File: config.mk
export PLATFORM = sky130hd
export DESIGN_NAME = pe_result_drain
export DESIGN_NICKNAME = d
export VERILOG_FILES = /design/src/rtl/pe_result_drain_pkg.sv /design/src/rtl/pe_drain_skid.sv /design/src/rtl/pe_result_drain.sv
export SDC_FILE = /design/constraint.sdc
export NUM_CORES = 1
export LEC_CHECK = 0
export CAP_MARGIN = 20
export CELL_PAD_IN_SITES_DETAIL_PLACEMENT = 1
export CELL_PAD_IN_SITES_GLOBAL_PLACEMENT = 2
export CORE_ASPECT_RATIO = 0.7
export CORE_MARGIN = 3
export CORE_UTILIZATION = 36
export DETAILED_ROUTE_END_ITERATION = 10
export PLACE_DENSITY_LB_ADDON = 0.15
export SETUP_SLACK_MARGIN = 0.15
export SLEW_MARGIN = 10
export SYNTH_ARGS = -nofsm -noshare
export SYNTH_HDL_FRONTEND = slang
export SYNTH_SLANG_ARGS = --single-unit
File: constraint.sdc
create_clock -name clk -period 3.1 [get_ports clk]
set_clock_uncertainty 0.2 [all_clocks]
set_input_delay 0.465 -clock clk [delete_from_list [all_inputs] [get_ports clk]]
set_output_delay 0.465 -clock clk [all_outputs]
set_load 0.02 [all_outputs]
File: src/rtl/pe_result_drain_pkg.sv
// rtl/pe_result_drain_pkg.sv - shared state encoding and drain-size helpers for pe_result_drain
package pe_result_drain_pkg;

    typedef enum logic [2:0] {
        ST_IDLE  = 3'd0,
        ST_ARM   = 3'd1,
        ST_DRAIN = 3'd2,
        ST_FLUSH = 3'd3,
        ST_DONE  = 3'd4
    } drain_state_t;

    // Words held by each result FIFO for one complete layer pass.
    function automatic int calc_wpf(input int n, input int hout, input int wh, input int iw);
        return n / wh * hout / iw;
    endfunction

    // Words drained across all result FIFOs for one layer pass.
    function automatic int calc_total(input int n, input int hout, input int wh, input int iw);
        return wh * calc_wpf(n, hout, wh, iw);
    endfunction

endpackage

File: src/rtl/pe_drain_skid.sv
// rtl/pe_drain_skid.sv - 2-entry valid/ready skid buffer with registered outputs
//
// Ports:
//   clk, rstn              clock, asynchronous active-low reset
//   in_tvalid/in_tready    upstream handshake, in_tdata payload
//   out_tvalid/out_tready  downstream handshake, out_tdata payload
//   count                  current occupancy (0..2)
module pe_drain_skid #(
    parameter int WIDTH = 8
) (
    input  logic             clk,
    input  logic             rstn,
    input  logic             in_tvalid,
    output logic             in_tready,
    input  logic [WIDTH-1:0] in_tdata,
    output logic             out_tvalid,
    input  logic             out_tready,
    output logic [WIDTH-1:0] out_tdata,
    output logic [1:0]       count
);

    logic [WIDTH-1:0] mem [2];
    logic             wr_ptr;
    logic             rd_ptr;
    logic [1:0]       cnt;
    logic             push;
    logic             pop;

    // A full buffer can still take a word in the cycle it hands one out.
    assign in_tready  = (cnt != 2'd2) || out_tready;
    assign out_tvalid = (cnt != 2'd0);
    assign out_tdata  = mem[rd_ptr];
    assign count      = cnt;
    assign push       = in_tvalid && in_tready;
    assign pop        = out_tvalid && out_tready;

    always_ff @(posedge clk or negedge rstn) begin
        if (!rstn) begin
            mem[0] <= '0;
            mem[1] <= '0;
            wr_ptr <= 1'b0;
            rd_ptr <= 1'b0;
            cnt    <= 2'd0;
        end else begin
            if (push) begin
                mem[wr_ptr] <= in_tdata;
                wr_ptr      <= ~wr_ptr;
            end
            if (pop) begin
                rd_ptr <= ~rd_ptr;
            end
            case ({push, pop})
                2'b10:   cnt <= cnt + 2'd1;
                2'b01:   cnt <= cnt - 2'd1;
                default: cnt <= cnt;
            endcase
        end
    end

endmodule

File: src/rtl/pe_result_drain.sv
// rtl/pe_result_drain.sv - drains PE result FIFOs into feature memory with optional ReLU
//
// Ports:
//   clk, rstn                 clock, asynchronous active-low reset
//   data_valid                upstream FIFOs hold a complete layer pass
//   fifo_dout                 per-FIFO read data, valid one cycle after fifo_rden
//   fifo_rden                 one-hot per-FIFO read strobe
//   row_rom_ready             drain ready (high in ARM, DRAIN, FLUSH)
//   base_addr                 start address, sampled on entering DRAIN
//   wr_valid/wr_ready         feature-memory write handshake
//   wr_addr, wr_data          write address and word (element 0 in LSBs)
//   done                      one-cycle pulse once every word has been written
module pe_result_drain
    import pe_result_drain_pkg::*;
#(
    parameter int DATA_WIDTH = 8,
    parameter int HOUT       = 56,
    parameter int N          = 256,
    parameter int Wh         = 2,
    parameter int Iw         = 7,
    parameter int RELU_EN    = 1,
    parameter int ADDR_WIDTH = 16
) (
    input  logic                                  clk,
    input  logic                                  rstn,
    input  logic                                  data_valid,
    input  logic [Wh-1:0][Iw-1:0][DATA_WIDTH-1:0] fifo_dout,
    output logic [Wh-1:0]                         fifo_rden,
    output logic                                  row_rom_ready,
    input  logic [ADDR_WIDTH-1:0]                 base_addr,
    output logic                                  wr_valid,
    input  logic                                  wr_ready,
    output logic [ADDR_WIDTH-1:0]                 wr_addr,
    output logic [Iw*DATA_WIDTH-1:0]              wr_data,
    output logic                                  done
);

    localparam int TOTAL  = calc_total(N, HOUT, Wh, Iw);
    localparam int CNT_W  = $clog2(TOTAL + 1);
    localparam int SEL_W  = (Wh > 1) ? $clog2(Wh) : 1;
    localparam int WORD_W = Iw * DATA_WIDTH;
    localparam int SKID_W = ADDR_WIDTH + WORD_W;

    drain_state_t          state;
    drain_state_t          state_nxt;
    logic [CNT_W-1:0]      issued;
    logic [SEL_W-1:0]      rd_sel;
    logic [SEL_W-1:0]      pend_sel;
    logic [ADDR_WIDTH-1:0] next_addr;
    logic [ADDR_WIDTH-1:0] pend_addr;
    logic                  pend;
    logic                  rd_en;
    logic [1:0]            skid_count;
    logic [1:0]            occ_after_pop;
    logic                  skid_pop;
    logic                  skid_in_ready;
    logic [WORD_W-1:0]     cap_word;
    logic [SKID_W-1:0]     skid_out;

    // Occupancy is taken after this cycle's write so a full-rate stream
    // (one word leaving while one is in flight) keeps reading every cycle.
    assign skid_pop      = wr_valid && wr_ready;
    assign occ_after_pop = skid_count - {1'b0, skid_pop};

    assign rd_en = (state == ST_DRAIN) && data_valid &&
                   (issued < CNT_W'(TOTAL)) && skid_in_ready &&
                   (({1'b0, occ_after_pop} + {2'b00, pend}) < 3'd2);

    assign row_rom_ready = (state == ST_ARM) || (state == ST_DRAIN) || (state == ST_FLUSH);
    assign done          = (state == ST_DONE);

    always_comb begin
        state_nxt = state;
        case (state)
            ST_IDLE:  state_nxt = ST_ARM;
            ST_ARM:   if (data_valid) state_nxt = ST_DRAIN;
            ST_DRAIN: if (issued == CNT_W'(TOTAL)) state_nxt = ST_FLUSH;
            ST_FLUSH: if ((skid_count == 2'd0) && !pend) state_nxt = ST_DONE;
            ST_DONE:  state_nxt = ST_ARM;
            default:  state_nxt = ST_IDLE;
        endcase
    end

    always_comb begin
        fifo_rden = '0;
        if (rd_en) begin
            fifo_rden[rd_sel] = 1'b1;
        end
    end

    // Elements are signed; the sign bit alone decides the clamp.
    always_comb begin
        cap_word = '0;
        for (int i = 0; i < Iw; i++) begin
            if ((RELU_EN != 0) && fifo_dout[pend_sel][i][DATA_WIDTH-1]) begin
                cap_word[i*DATA_WIDTH +: DATA_WIDTH] = '0;
            end else begin
                cap_word[i*DATA_WIDTH +: DATA_WIDTH] = fifo_dout[pend_sel][i];
            end
        end
    end

    always_ff @(posedge clk or negedge rstn) begin
        if (!rstn) begin
            state     <= ST_IDLE;
            issued    <= '0;
            rd_sel    <= '0;
            pend_sel  <= '0;
            next_addr <= '0;
            pend_addr <= '0;
            pend      <= 1'b0;
        end else begin
            state <= state_nxt;
            pend  <= rd_en;
            if ((state == ST_ARM) && data_valid) begin
                issued    <= '0;
                rd_sel    <= '0;
                next_addr <= base_addr;
            end else if (rd_en) begin
                issued    <= issued + CNT_W'(1);
                rd_sel    <= (rd_sel == SEL_W'(Wh - 1)) ? '0 : rd_sel + SEL_W'(1);
                next_addr <= next_addr + ADDR_WIDTH'(1);
                pend_sel  <= rd_sel;
                pend_addr <= next_addr;
            end
        end
    end

    pe_drain_skid #(
        .WIDTH (SKID_W)
    ) u_skid (
        .clk        (clk),
        .rstn       (rstn),
        .in_tvalid  (pend),
        .in_tready  (skid_in_ready),
        .in_tdata   ({pend_addr, cap_word}),
        .out_tvalid (wr_valid),
        .out_tready (wr_ready),
        .out_tdata  (skid_out),
        .count      (skid_count)
    );

    assign wr_addr = skid_out[SKID_W-1:WORD_W];
    assign wr_data = skid_out[WORD_W-1:0];

endmodule

==> results of run 1 <==
per-stage QoR:
| step | total power [W] | area, µm² | std cells | hold WS, ns | util |
|---|---|---|---|---|---|
| 5_1_grt | 0.01177 | 12090 | 1288 | 0.3132 | 0.4849 |
| 6_report | 0.01107 | 12090 | 1288 | 0.2834 | 0.4849 |
| 3_3_place_gp | 0.008845 | 11520 | 1255 | 0.2629 | 0.4622 |
| 4_1_cts | 0.01124 | 12090 | 1288 | 0.2924 | 0.4849 |
| 2_1_floorplan | 0.007023 | 9229 | 761 | -0.03059 | - |
| 3_5_place_dp | 0.009078 | 11520 | 1255 | 0.2765 | 0.4622 |
worst max-delay path by stage:
stage	from	end
2_1_floorplan	state[0]	fifo_rden[0]
3_3_place_gp	data_valid	fifo_rden[1]
3_5_place_dp	data_valid	fifo_rden[1]
4_1_cts	u_skid.rd_ptr	wr_data[3]
5_1_grt	u_skid.rd_ptr	wr_data[4]
6_report	u_skid.rd_ptr	wr_data[5]
layer usage:
layer,track usage,wire [µm]
met5,0,0
met4,0.03823,210
met3,0.04864,1310
met2,0.2930,11550
met1,0.2368,11350
cell usage in the layout, fill, tap and decap left out, types with 8 or more instances in the layout:
| master | count |
|---|---|
| a21oi_1 | 8 |
| dfrtp_1 | 181 |
| clkdlybuf4s50_1 | 198 |
| nor2_1 | 64 |
| mux2_2 | 196 |
| clkbuf_16 | 17 |
| nand2_1 | 63 |
| o21ai_0 | 16 |
| mux2i_1 | 49 |
| buf_4 | 11 |
| nand3_1 | 8 |
power groups by stage:
stage	sequential, W	clock [W]	combinational (W)
floorplan	0.00372	0	0.00330
global placement	0.00396	0	0.00489
detailed placement	0.00406	0	0.00502
CTS	0.00402	0.00216	0.00506
global route	0.00416	0.00225	0.00536
finish	0.00402	0.00210	0.00496
logic make-up (layout without fill, tap and decap cells):
family                   Yosys count  count (layout)
adder cells (fa/ha/maj)            3               3
AO/OA/AOI/OAI                     69              69
XOR/XNOR                           7               7
flip-flops                       184             184
buffers and inverters             57             259
AND/OR/NAND/NOR                  183             183
other                              1               7
multiplexers                     251             251
area by class of cell:
class | count | share of cell area
clock inverters | 12 | 0.008385
repair buffers | 219 | 0.1840
clock buffers | 20 | 0.03778
flip-flops and latches | 184 | 0.3815
inverters | 8 | 0.002484
multi-input cells | 520 | 0.3523
well taps | 325 | 0.03364
worst max-delay path: stages (launching register included):
cell             delay, ns
dfrtp_2               0.39
buf_4                 0.35
mux2_2                0.39
clkdlybuf4s50_1       0.58
registers in the layout, summed over array words and instances, names as in the netlist:
signal,cells
u_skid.count,2
u_skid.rd_ptr,1
next_addr,16
rd_sel,1
pend_sel,1
state,3
u_skid.mem,130
pend,1
pend_addr,16
issued,12
u_skid.wr_ptr,1
what timing repair did:
action,in CTS,in global routing
resized for setup,3,0
hold endpoints to repair,68,0
hold buffers,1,0
setup endpoints to repair,2,0
==> metrics.cfg, run 1 <==
[pwr]
p_sw_w=0.003994
combPwrFrac=0.448
clock_power_share=0.189
swShare=0.3607
seqPwrFrac=0.363
p_leak_nw=5.353
vdd_drop_max_uv=644.4
powerDensity_nw_per_um2=916.3
p_int_w=0.007080

[synth]
synth-simple-area-share=0.09527
yosysWarningCount=0
synth_compound_area_frac=0.05246
synthMostInstantiatedCell=mux2_2
synth_common_cells=mux2_2, dfrtp_1, nor2_1
synth_flop_cell=dfrtp_1
synth_edf_count=0
ys_types=56
avgSynthCellArea_um2=12.19
synth.yosys.seq_area_share=0.5001
synth_top_area_cell=dfrtp_1
ys_ff_latch=184
synth_top_family_by_area=multiplexers
netlist_area_um2=9206
synth_xor_area_frac=0.006659
netlist_instances=755
synthTopCellsByArea=dfrtp_1, mux2_2, mux2i_1, nor2_1, nand2_1
async_flop_share=1.000
synth_mux_area_frac=0.3004
synth_top_area_share=0.5001
synthAdderAreaFrac=0.004077

[floorplan]
initial_core_util=0.3694
ioPinCount=209
die_width_um=197.1
std_cell_rows=48
fp.dieH_um=139.8
core_area_um2=24920
dieArea_um2=27560

[run]
drv_cap=0

[timing]
setup_violations=0
slew_viol_final=0
rsz0062_at_grt=no
period_needed_ns=2.804
fin_crit_sh=0.9045
tightest_slew_ns=0.7175
worst_slack_ns=0.2961
finalHoldViolCount=0
finalSetupTns_ns=0
max_freq_ghz=0.3566
slew_headroom=0.5217

[worst_setup_path]
crit_path_start_kind=flop
rrSetupSlack_ns=0.87
worstPathRequired_ns=2.43
reg2reg_to=next_addr[4]
criticalPathCategory=flop to output pin
worstRegToRegCells=6
r2r-start=pend
path_max_fanout=23
end_kind=output pin
arrival_ns=2.14

[layout]
drive_gt1_frac=0.2752
regArea_um2=4611
nets=1085
antenna_cells=0
nFillCells=2619
multiInputGateArea_um2=4258
area_delta_synth_final_pct=31.29

[grt]
antenna_found_initial=0
grt_usage=0.1780
grt_overflow=0
grt_max_degree=72
grt_first_pass_wirelength_um=38980
grt_pass1_vias=7318

[routing]
vias=6629
wl_per_cell_um=18.96
wl_um=24420
antenna_left=0
vias_per_cell=5.147
drtIter0Drc=256
drc=0
drt_first_pass_iters=4

[worst_hold_path]
hold_start=u_skid.mem[90]
worstHoldPathCells=1
hold_end=u_skid.mem[90]
min_path_type=flop to flop

[clock_network]
cts_setup_buffers=0
htree_levels=4
clk_pin_slew_ns=0.07
cts_buffers=17
cts_tree=yes
cts_root_buf=clkbuf_16
clockBufferDepth=2
clk_latency_ns=0.44
cts.sinks=184

[placed_design]
hpwl_um=17020
port_buffers=201
gp_congestion=0.7915
dp_slack_ns=0.1966

[status]
status=finished, final reports clean

Note: power is estimated with default switching activity, not from simulation.
==> run 2: changes to the inputs <==
--- a/config.mk
+++ b/config.mk
@@ -12,6 +12,7 @@
 export CORE_MARGIN = 3
 export CORE_UTILIZATION = 36
 export DETAILED_ROUTE_END_ITERATION = 10
+export MAX_ROUTING_LAYER = met4
 export PLACE_DENSITY_LB_ADDON = 0.15
 export SETUP_SLACK_MARGIN = 0.15
 export SLEW_MARGIN = 10
==> run 2 against run 1 <==
  * Core utilization unchanged
  * Critical path depth unchanged
  * Critical endpoint unchanged
  * Register-to-register slack about the same
  * Via count up 0.17%
  * Clock power about the same
  * Global-route usage increased by 0.54 points
  * Die area is the same
  * Non-clock buffer count did not move
  * Largest power group unchanged
  * Cell count unchanged
  * Fmax grew 0.19%
==> metrics.cfg, run 2 (synthesized netlist as in run 1, its figures left out) <==
[layout]
nFillCells=2619  ; unchanged
largest_reg_flops=130  ; unchanged
final_cell_area_um2=12090  ; unchanged
area_delta_synth_final_pct=31.29  ; unchanged
final_cell_mix=clkdlybuf4s50_1, mux2_2, dfrtp_1
drive_gt1_frac=0.2752  ; unchanged
regArea_um2=4611  ; unchanged
antenna_cells=0  ; unchanged
multiInputGateArea_um2=4258  ; unchanged
nets=1085  ; unchanged
final_common_cell=clkdlybuf4s50_1
top_register=u_skid.mem
reg_top3=u_skid.mem (130), next_addr (16), pend_addr (16)
post-route-util=0.4849  ; unchanged

[timing]
max_freq_ghz=0.3573  ; +0.19%
finalSetupTns_ns=0  ; unchanged
rsz0062_at_grt=no
finalHoldViolCount=0  ; unchanged
fin_crit_sh=0.9028  ; -0.001705
period_needed_ns=2.799  ; -0.005284 ns
worst_slack_ns=0.3014  ; +0.005284 ns
tightest_slew_ns=0.7149  ; -0.002619 ns
slew_headroom=0.5234  ; +0.001746
setup_violations=0  ; unchanged
slew_viol_final=0  ; unchanged

[worst_hold_path]
hold_start=u_skid.mem[90]
worstHoldPathCells=1  ; unchanged
hold_end=u_skid.mem[90]
min_path_type=flop to flop

[routing]
vias=6640  ; +0.17%
drc=0  ; unchanged
vias_per_cell=5.155  ; +0.17%
antenna_left=0  ; unchanged
wl_per_cell_um=18.94  ; -0.11%
wl_um=24390  ; -0.11%
drtIter0Drc=291  ; +14%
drt_first_pass_iters=4  ; unchanged

[clock_network]
cts_setup_buffers=0  ; unchanged
cts_tree=yes
clk_pin_slew_ns=0.07  ; about the same
cts_root_buf=clkbuf_16
htree_levels=4  ; unchanged
clk_latency_ns=0.43  ; about the same
cts_buffers=17  ; unchanged
cts.sinks=184  ; unchanged
clockBufferDepth=2  ; unchanged

[floorplan]
die_width_um=197.1  ; unchanged
fp.dieH_um=139.8  ; unchanged
std_cell_rows=48  ; unchanged
dieArea_um2=27560  ; unchanged
ioPinCount=209  ; unchanged
initial_core_util=0.3694  ; unchanged
core_area_um2=24920  ; unchanged

[placed_design]
gp_congestion=0.8027  ; +1.4%
hpwl_um=17020  ; unchanged
port_buffers=201  ; unchanged
dpl-instance-area_um2=11520  ; unchanged
dp_slack_ns=0.1966  ; unchanged

[grt]
grt_overflow=0  ; unchanged
antenna_found_initial=0  ; unchanged
grt_first_pass_wirelength_um=38990  ; about the same
grt_max_degree=72  ; unchanged
grt_pass1_vias=7323  ; +0.068%
grt_usage=0.1834  ; +0.005387

[worst_setup_path]
worstRegToRegCells=6  ; unchanged
reg2reg_to=next_addr[10]
crit_path_start_kind=flop
end_kind=output pin
r2r-start=next_addr[0]
path_max_fanout=23  ; unchanged
rrSetupSlack_ns=0.86  ; about the same
worstPathRequired_ns=2.43  ; about the same
criticalPathCategory=flop to output pin
arrival_ns=2.13  ; about the same

[pwr]
totalPowerFinal_w=0.01106  ; -0.11%
p_leak_nw=5.353  ; unchanged
powerDensity_nw_per_um2=915.3  ; -0.11%
vdd_drop_max_uv=643.8  ; about the same

[run]
drv_cap=0  ; unchanged

[status]
status=finished, final reports clean

==> run 2: cell counts in the layout (fill, tap and decap cells not counted) <==
Identical to the previous run, type by type.
==> run 2: stage by stage <==
step	hold slack [ns]	std cells
floorplan	-0.03059	761
global route	0.3132	1288
finish	0.2833	1288
detailed placement	0.2765	1255
global placement	0.2629	1255
CTS	0.2924	1288
==> run 2: layout make-up <==
| class | count | area share |
|---|---|---|
| Timing Repair Buffer | 219 | 0.1840 |
| Tap cell | 325 | 0.03364 |
| Inverter | 8 | 0.002484 |
| Sequential cell | 184 | 0.3815 |
| Clock inverter | 12 | 0.008385 |
| Multi-Input combinational cell | 520 | 0.3523 |
| Clock buffer | 20 | 0.03778 |
==> run 2: critical path: stages (launching register included) <==
cell and delay (ns):
dfrtp_2 0.39, buf_4 0.35, mux2_2 0.39, clkdlybuf4s50_1 0.58
==> run 2: routing by layer <==
layer	GRT usage	share of wire	vias up
met3	0.04695	0.055	20
met1	0.2383	0.47	3386
li1	-	-	3088
met4	0.03823	0.0085	0
met2	0.2925	0.47	146
met5	-	0	-
==> run 2: worst max-delay path by stage <==
| stage | startpoint | end | cells past startpoint |
|---|---|---|---|
| after floorplan | state[0] | fifo_rden[0] | 6 |
| after global placement | data_valid | fifo_rden[1] | 6 |
| after detailed placement | data_valid | fifo_rden[1] | 6 |
| after CTS | u_skid.rd_ptr | wr_data[3] | 3 |
| after global routing | u_skid.rd_ptr | wr_data[4] | 3 |
| final | u_skid.rd_ptr | wr_data[5] | 3 |
==> run 2: what timing repair did <==
| item | 4_1_cts | 5_1_grt |
|---|---|---|
| hold buffers | 1 | 0 |
| gates resized for setup | 3 | 0 |
| setup endpoints to repair | 2 | 0 |
| hold endpoints to repair | 68 | 0 |
==> run 2: report_power, final <==
part / internal (W) / leakage, nW / switching, W
clock network: 0.00115 / 0.276 / 0.000944
logic: 0.00261 / 2.67 / 0.00234
registers: 0.00332 / 2.41 / 0.000694
